<file path="src/rtl/uart_pkg.sv">
// Shared UART definitions: frame state encoding, data width and the
// baud-period helper used by both the transmitter and the receiver.
package uart_pkg;

  localparam int DATA_BITS = 8;

  typedef enum logic [1:0] {
    S_IDLE  = 2'd0,
    S_START = 2'd1,
    S_DATA  = 2'd2,
    S_STOP  = 2'd3
  } uart_state_e;

  // Clock cycles per serial bit (integer division, truncating).
  function automatic int unsigned uart_cycle(input int unsigned clk_mhz,
                                             input int unsigned baud);
    return (clk_mhz * 32'd1000000) / baud;
  endfunction

endpackage

</file>
<file path="src/rtl/uart_sync2.sv">
// Two-flop synchronizer for an asynchronous single-bit input. The reset
// value is a parameter so idle-high lines do not see a false edge after reset.
module uart_sync2 #(
  parameter logic RST_VAL = 1'b1
) (
  input  logic clk,
  input  logic rst_n,
  input  logic d,
  output logic q
);

  logic meta_q, meta_d;
  logic sync_q, sync_d;

  // Next values: plain shift of the input through two stages.
  always_comb begin
    meta_d = d;
    sync_d = meta_q;
  end

  // Synchronizer stages, reset to the line's idle level.
  always_ff @(posedge clk or negedge rst_n) begin
    if (!rst_n) begin
      meta_q <= RST_VAL;
      sync_q <= RST_VAL;
    end else begin
      meta_q <= meta_d;
      sync_q <= sync_d;
    end
  end

  assign q = sync_q;

endmodule

</file>
<file path="src/rtl/uart_rx.sv">
// 8N1 UART receiver. Detects the start edge, re-checks the start bit at its
// middle, samples eight data bits (LSB first) and the stop bit at bit centres,
// and hands finished bytes to a one-entry holding register.
//
// Byte interface: rx_data/rx_data_valid form a valid/ready source. A byte
// moves to the consumer on a rising clk edge where rx_data_valid and
// rx_data_ready are both 1; rx_data is held stable while rx_data_valid is 1,
// and rx_data_ready is ignored while rx_data_valid is 0. The receiver never
// waits for the consumer: a byte that completes while the holding register is
// still full is dropped and flagged on overrun.
module uart_rx
  import uart_pkg::*;
#(
  parameter int unsigned CLK_FRE   = 27,
  parameter int unsigned BAUD_RATE = 5625
) (
  input  logic        clk,
  input  logic        rst_n,
  input  logic        rx_pin,
  output logic [7:0]  rx_data,
  output logic        rx_data_valid,
  input  logic        rx_data_ready,
  output logic        frame_err,
  output logic        overrun,
  output uart_state_e dbg_state
);

  localparam int unsigned CYCLE = uart_cycle(CLK_FRE, BAUD_RATE);
  localparam int unsigned HALF  = CYCLE / 2;

  localparam logic [31:0] CYCLE_LAST = 32'(CYCLE - 1);
  localparam logic [31:0] HALF_LAST  = 32'(HALF - 1);
  localparam logic [2:0]  BIT_LAST   = 3'(DATA_BITS - 1);

  // Fewer than 8 clocks per bit leaves no room for the synchronizer delay
  // and mid-bit sampling.
  if (CYCLE < 8) begin : g_cycle_too_small
    $error("uart_rx: CLK_FRE/BAUD_RATE give fewer than 8 clocks per bit");
  end

  logic rx_s;
  logic rx_d_q, rx_d_d;
  logic start_edge;

  uart_state_e state_q, state_d;
  logic [31:0] cycle_cnt_q, cycle_cnt_d;
  logic [2:0]  bit_cnt_q, bit_cnt_d;
  logic [7:0]  shift_q, shift_d;
  logic        deliver_q, deliver_d;
  logic        frame_err_q, frame_err_d;
  logic        overrun_q, overrun_d;
  logic [7:0]  rx_data_q, rx_data_d;
  logic        rx_valid_q, rx_valid_d;

  uart_sync2 #(.RST_VAL(1'b1)) u_sync (
    .clk   (clk),
    .rst_n (rst_n),
    .d     (rx_pin),
    .q     (rx_s)
  );

  assign start_edge = rx_d_q & ~rx_s;

  // Frame FSM: start-edge detection, bit timing, sampling, stop check.
  always_comb begin
    rx_d_d      = rx_s;
    state_d     = state_q;
    cycle_cnt_d = cycle_cnt_q + 32'd1;
    bit_cnt_d   = bit_cnt_q;
    shift_d     = shift_q;
    deliver_d   = 1'b0;
    frame_err_d = 1'b0;
    case (state_q)
      S_IDLE: begin
        if (start_edge) begin
          state_d     = S_START;
          cycle_cnt_d = 32'd0;
        end
      end
      S_START: begin
        if (cycle_cnt_q == HALF_LAST) begin
          cycle_cnt_d = 32'd0;
          if (rx_s) begin
            // Line went back high before mid-start: a glitch, not a frame.
            state_d = S_IDLE;
          end else begin
            state_d   = S_DATA;
            bit_cnt_d = 3'd0;
          end
        end
      end
      S_DATA: begin
        if (cycle_cnt_q == CYCLE_LAST) begin
          cycle_cnt_d        = 32'd0;
          shift_d[bit_cnt_q] = rx_s;
          bit_cnt_d          = bit_cnt_q + 3'd1;
          if (bit_cnt_q == BIT_LAST) begin
            state_d = S_STOP;
          end
        end
      end
      S_STOP: begin
        if (cycle_cnt_q == CYCLE_LAST) begin
          // Back to idle at mid-stop so a following start edge is caught
          // even when the sender's bit period runs slightly short.
          cycle_cnt_d = 32'd0;
          state_d     = S_IDLE;
          if (rx_s) deliver_d   = 1'b1;
          else      frame_err_d = 1'b1;
        end
      end
      default: begin
        state_d     = S_IDLE;
        cycle_cnt_d = 32'd0;
      end
    endcase
  end

  // Holding register: load a finished byte, drop it on overrun, clear on accept.
  always_comb begin
    rx_data_d  = rx_data_q;
    rx_valid_d = rx_valid_q;
    overrun_d  = 1'b0;
    if (deliver_q) begin
      if (!rx_valid_q || rx_data_ready) begin
        rx_data_d  = shift_q;
        rx_valid_d = 1'b1;
      end else begin
        overrun_d = 1'b1;
      end
    end else if (rx_valid_q && rx_data_ready) begin
      rx_valid_d = 1'b0;
    end
  end

  // State and output registers; reset aborts any frame in progress.
  always_ff @(posedge clk or negedge rst_n) begin
    if (!rst_n) begin
      rx_d_q      <= 1'b1;
      state_q     <= S_IDLE;
      cycle_cnt_q <= 32'd0;
      bit_cnt_q   <= 3'd0;
      shift_q     <= 8'h00;
      deliver_q   <= 1'b0;
      frame_err_q <= 1'b0;
      overrun_q   <= 1'b0;
      rx_data_q   <= 8'h00;
      rx_valid_q  <= 1'b0;
    end else begin
      rx_d_q      <= rx_d_d;
      state_q     <= state_d;
      cycle_cnt_q <= cycle_cnt_d;
      bit_cnt_q   <= bit_cnt_d;
      shift_q     <= shift_d;
      deliver_q   <= deliver_d;
      frame_err_q <= frame_err_d;
      overrun_q   <= overrun_d;
      rx_data_q   <= rx_data_d;
      rx_valid_q  <= rx_valid_d;
    end
  end

  assign rx_data       = rx_data_q;
  assign rx_data_valid = rx_valid_q;
  assign frame_err     = frame_err_q;
  assign overrun       = overrun_q;
  assign dbg_state     = state_q;

endmodule

</file>
<file path="config.mk">
export PLATFORM = sky130hd
export DESIGN_NAME = uart_rx
export DESIGN_NICKNAME = d
export VERILOG_FILES = /design/src/rtl/uart_pkg.sv /design/src/rtl/uart_sync2.sv /design/src/rtl/uart_rx.sv
export SDC_FILE = /design/constraint.sdc
export NUM_CORES = 1
export LEC_CHECK = 0
export ABC_CLOCK_PERIOD_IN_PS = 3500
export BUFFER_PORTS_ARGS = -buffer_cell sky130_fd_sc_hd__buf_2
export CAP_MARGIN = 20
export CORE_ASPECT_RATIO = 1.2
export CORE_MARGIN = 3
export CORE_UTILIZATION = 45
export DETAILED_ROUTE_END_ITERATION = 6
export GPL_ROUTABILITY_DRIVEN = 0
export GPL_TIMING_DRIVEN = 0
export PLACE_DENSITY = 0.72
export SLEW_MARGIN = 20
export SYNTH_ARGS = -nofsm -noshare
export SYNTH_HDL_FRONTEND = slang
export SYNTH_SLANG_ARGS = --single-unit
</file>
<file path="constraint.sdc">
create_clock -name clk -period 3.5 [get_ports clk]
set_clock_uncertainty 0.05 [all_clocks]
set_input_delay 0.175 -clock clk [delete_from_list [all_inputs] [get_ports clk]]
set_output_delay 0.175 -clock clk [all_outputs]
set_load 0.03 [all_outputs]
</file>
After elaboration in Yosys (flattened, before gate mapping)
Index checks and enable logic that the tools add are counted.
{ "totals": {"out_inout_bits": 13, "wordCells": 73, "regBits": 60} }
{ "classes": {"n_mux": 29, "n_reduce_logical": 13, "addsub": 2, "bitwise_logic": 2, "eq_ne": 13, "order_cmp": 2} }
{ "op_table": {"columns": ["cell", "n"], "rows": [
  ["$mux 32", 3],
  ["$pmux 32 s3", 1],
  ["$add 32x1->32 const B", 1],
  ["$eq 32x12->1 const B", 1],
  ["$eq 32x13->1 const B", 1],
  ["$mux 1", 12],
  ["$mux 2", 6],
  ["$ne 2x2->1 const B", 6],
  ["$mux 3", 3],
  ["$bwmux 8", 1],
  ["$pmux 2 s4", 1],
  ["$pmux 3 s2", 1],
  ["$reduce_and 2->1", 3],
  ["$reduce_and 5->1", 1],
  ["$eq 2x2->1 const B", 2],
  ["$lt 3x4->1 const B", 1],
  ["$reduce_and 4->1", 1],
  ["$reduce_bool 2->1", 2],
  ["$add 3x1->3 const B", 1],
  ["$demux 1 s3", 1],
  ["$eq 3x3->1 const B", 1],
  ["$ge 3x1->1 const B", 1],
  ["$eq 2x1->1 const B", 1],
  ["$logic_and 1x1->1", 2],
  ["other kinds (7)", 7]
]} }

Logic depth before layout (Yosys ltp)
{ "depth": {"word_depth": 5, "mapped_depth": 9, "depth_no_buf": 6} }

Cells and area by module
A second synthesis with hierarchy kept.
{ "hier_totals": {"cells_unflattened": 277, "area_unflattened_um2": 2881.5} }
{ "by_module_without_submodules": {"columns": ["mod", "seq_area_each_um2", "instances", "cells_each", "area_each_um2"], "rows": [
  ["uart_rx", 1452.6, 1, 275, 2829.0],
  ["uart_sync2", 52.6, 1, 2, 52.6]
]} }

Worst setup path after synthesis
Ideal clock, no wire load.
{ "synth_timing": {"path_kind": "register -> register", "start": "register cycle_cnt_q[0]", "end": "register shift_q[4]", "synth_period_minus_slack_ps": 2094, "arrival_ps": 1916, "path_buffers": 2, "slack_ps": 1406, "t_required_ps": 3322, "stages_incl_launch_ff": 9, "setup_time_ps": 128, "cell_sequence": "dfrtp_1 ha_1 and3_1 buf_4 nand4_2 or3_1 buf_6 nor4_4 mux2_1"} }
{ "synth_via": {"elab_chain_len": 2} }
{ "synth_rtl": {"columns": ["item", "line_no", "source"], "rows": [
  ["start: declaration", "uart_rx.sv:46", "logic [31:0] cycle_cnt_q, cycle_cnt_d;"],
  ["start signal: assignment", "uart_rx.sv:152", "cycle_cnt_q <= cycle_cnt_d;"],
  ["$eq 32x13->1", "uart_rx.sv:93", "if (cycle_cnt_q == CYCLE_LAST) begin"],
  ["$reduce_and 2->1 (no source line)", null, null],
  ["end signal: assignment", "uart_rx.sv:154", "shift_q <= shift_d;"],
  ["end: declaration", "uart_rx.sv:48", "logic [7:0] shift_q, shift_d;"]
]} }
No other way between the ends.
A chain may end at the register's enable or synchronous reset.

Worst setup path after layout
{ "layout_timing": {"start": "register cycle_cnt_q[0]", "end": "register shift_q[6]"} }
Same word-level chain as after synthesis.

==> impl_results.md <==
- Area leader, netlist: dfrtp_1
- Top-area cell type share of the netlist area: 48.1%
- Required @ worst endpoint: 3.67 ns
- Synth area leaders: dfrtp_1, xor2_1, mux2_2
- Most common cell in the netlist: dfrtp_1
- Ys Warns: 0
- Post-synthesis mux area share: 6.75%
- First-pass GRT wire length: 9.87 mm
- Fill cell count: 556
- CTS resizes: 0
- Status: completed
- H-tree Lvls: 3
- Total power: 1.60 mW
- Peak supply drop: 0.275 mV
- Die Ht: 95.0 um
- Mapped Avg Cell Area: 10.9 um^2
- Worst Setup Start Kind: register
- CTS sink cnt: 60
- Post-CTS setup buffer count: 0
- Share of layout cells above drive strength 1: 20.8%
- Port Buffer Count: 16
- Post-synth ARST share: 100%
- Setup violators final: 0
- Crit end category: register
- Initial DRC Count: 104
- # diodes: 0
- Clk Latency, worst-skew pair: 0.33 ns
- Post-Route WL: 5.67 mm
- # DRC: 0
- Critical Path AT: 2.45 ns
- Die W: 80.1 um
- Setup ws final: 1.22 ns
- Total CTS buffers: 9
- Tmin final: 2.28 ns
- Congestion Overflow GR: 0
- Slowest cell on crit path: dfrtp_1
- CTS Buffer Depth: 2
- Pwr Density: 477 nW/um^2
- Max FO, Critical Path: 8
- Clock-pin slew on the worst setup and hold paths: 0.06 ns
- Post-DP HPWL: 3.90 mm
- Mapped Cells: 273
- RSZ-0062 raised after global routing: false
- Initial Util: 47.8%
- Ports: 17
- Gr usage total: 17.1%
- Post-synthesis cell area: 2970 um^2
- Distinct cell type count after synthesis: 46
- Tcrit/Tclk final: 65.1%
- Final Hold Violating Endpoints: 0
- FP Rows: 31
- Die ar.: 7610 um^2
- Fin util: 54.1%
- Routed length per placed instance: 14.6 um
- Synth Net Count: 281
- Slew margin rel.: 50.1%
- CP Cell Sequence: ha_1 -> and3_1 -> buf_4 -> nand4_2 -> or3_1 -> buf_6 -> nor4_4 -> mux2_1
- Register area: 1510 um^2
- Hold crit path type: in -> reg
- DR vias: 2,137
- Delay-heaviest family, CP: simple AND/OR/NAND/NOR gates
- Largest net degree at the start of global routing: 61
- Area growth syn-to-layout: 13.0%
- Initial antenna violation count: 0
- Drt first pass iters: 4
- Area of the core: 6210 um^2
- Worst Tran Pin Value: 0.748 ns
- Multi-input logic area: 1390 um^2
- Largest family of logic cells by synthesized area: simple AND/OR/NAND/NOR gates
- Via density per instance: 5.49
- Yosys reg bits: 60
- Max Cap Viol: 0
- Dpl ws: 1.22 ns
- CTS Root Cell: clkbuf_8
- Slew Limit Fails: 0
- Fin nets: 310
- EDFF count, synth: 0
- Synth Area in XOR/XNOR: 8.56%
- Most used DFF post-synth: dfrtp_1
- Crit path buffers/inverters: 2
- Routed Antenna Nets: 0
- Simple-gate portion of the synthesized area: 26.8%
- CTS Hold Buffers Added: 2
- Post-route cell area: 3350 um^2
- CTS tree: yes
- Placed inst area: 3150 um^2
- Via count of the first global-routing pass: 2,106
- Top cells by count, synth: dfrtp_1, nor2_1, xor2_1, nand3_1, nand4_1
- Critical setup path kind: reg -> reg
- Synth Area in Adders: 1.69%
- Crit-path max cell delay: 0.41 ns
- Seq/Total Area, Yosys: 50.7%
- Peak Freq: 439 MHz
- Setup TNS: 0 ns
- Leakage power: 1.63 nW
- Post-synthesis compound-gate area fraction: 2.91%
-- path summary, 6_finish.rpt --
path	to	cells past startpoint	slack, ns	from
worst max-delay path	shift_q[6]$_DFFE_PN0P_	8	1.22	cycle_cnt_q[0]$_DFF_PN0_
worst min-delay path	overrun$_DFF_PN0_	3	0.08	rx_data_ready
worst max register to register	shift_q[6]$_DFFE_PN0P_	8	1.22	cycle_cnt_q[0]$_DFF_PN0_
worst min register to register	u_sync.q$_DFF_PN1_	0	0.31	u_sync.meta_q$_DFF_PN1_
max in group asynchronous	cycle_cnt_q[31]$_DFF_PN0_	2	2.50	rst_n
min in group asynchronous	rx_data[0]$_DFFE_PN0P_	2	0.39	rst_n
-- per-layer routing --
layer  share of wire, %  track usage [%]
met2                 50             27.6
met5                  0                0
met3                3.9             5.92
met4                2.9             8.45
met1                 43             20.2
-- stage by stage --
step / std cells / hold slack, ns
final: 389 / 0.0840
after detailed placement: 371 / 0.232
after global placement: 371 / 0.232
after global routing: 389 / 0.0771
after CTS: 389 / 0.0643
after floorplan: 273 / -0.171
-- final cells by class --
cell class | instances | area share, %
Inverter | 3 | 0.336
Clock inverter | 1 | 0.149
Timing Repair Buffer | 18 | 3.06
Clock buffer | 15 | 5.26
Multi-Input combinational cell | 199 | 41.3
Tap cell | 82 | 3.06
Buffer | 11 | 1.94
Sequential cell | 60 | 44.9
-- worst min-delay path, stage by stage --
cell and delay [ns]:
buf_2 0.07, nand2b_1 0.13, nor2_1 0.05
-- cells by family (layout without fill, tap and decap cells) --
logic type	Yosys count	in the layout
buffers and inverters	14	48
multiplexers	18	18
AND/OR/NAND/NOR	137	137
AO/OA/AOI/OAI	11	11
adder cells (fa/ha/maj)	4	4
XOR/XNOR	29	29
flip-flops	60	60
-- power by group --
group	total (mW)	internal [mW]	switching, mW	leakage [nW]
Sequential	0.805	0.743	0.0619	0.809
Clock	0.568	0.315	0.253	0.0937
Combinational	0.227	0.0927	0.134	0.726
-- registers in the layout (all words and copies together) (netlist names), named ones only --
| name | count |
|---|---|
| bit_cnt_q | 3 |
| cycle_cnt_q | 32 |
| dbg_state | 1 |
| deliver_q | 1 |
| frame_err | 1 |
| overrun | 1 |
| rx_d_q | 1 |
| rx_data | 8 |
| rx_data_valid | 1 |
| shift_q | 8 |
| u_sync.meta_q | 1 |
| u_sync.q | 1 |
-- layout by cell type, fill, tap and decap left out, drive strengths merged, types with 2 or more instances in the layout --
| cell | instances |
|---|---|
| and2 | 2 |
| inv | 3 |
| mux2i | 2 |
| buf | 23 |
| ha | 4 |
| dfstp | 3 |
| nand3 | 20 |
| nand3b | 2 |
| clkbuf | 19 |
| nor2b | 4 |
| nor3 | 8 |
| nand4 | 17 |
| or3 | 2 |
| nand2 | 15 |
| o21ai | 2 |
| dlygate4sd3 | 2 |
| mux2 | 16 |
| a21oi | 3 |
| xor2 | 27 |
| nor2 | 40 |
| nor4 | 8 |
| and3 | 8 |
| nand2b | 2 |
| dfrtp | 57 |
| and4 | 3 |
| xnor2 | 2 |
No activity file was read; power rests on OpenSTA's default activity.
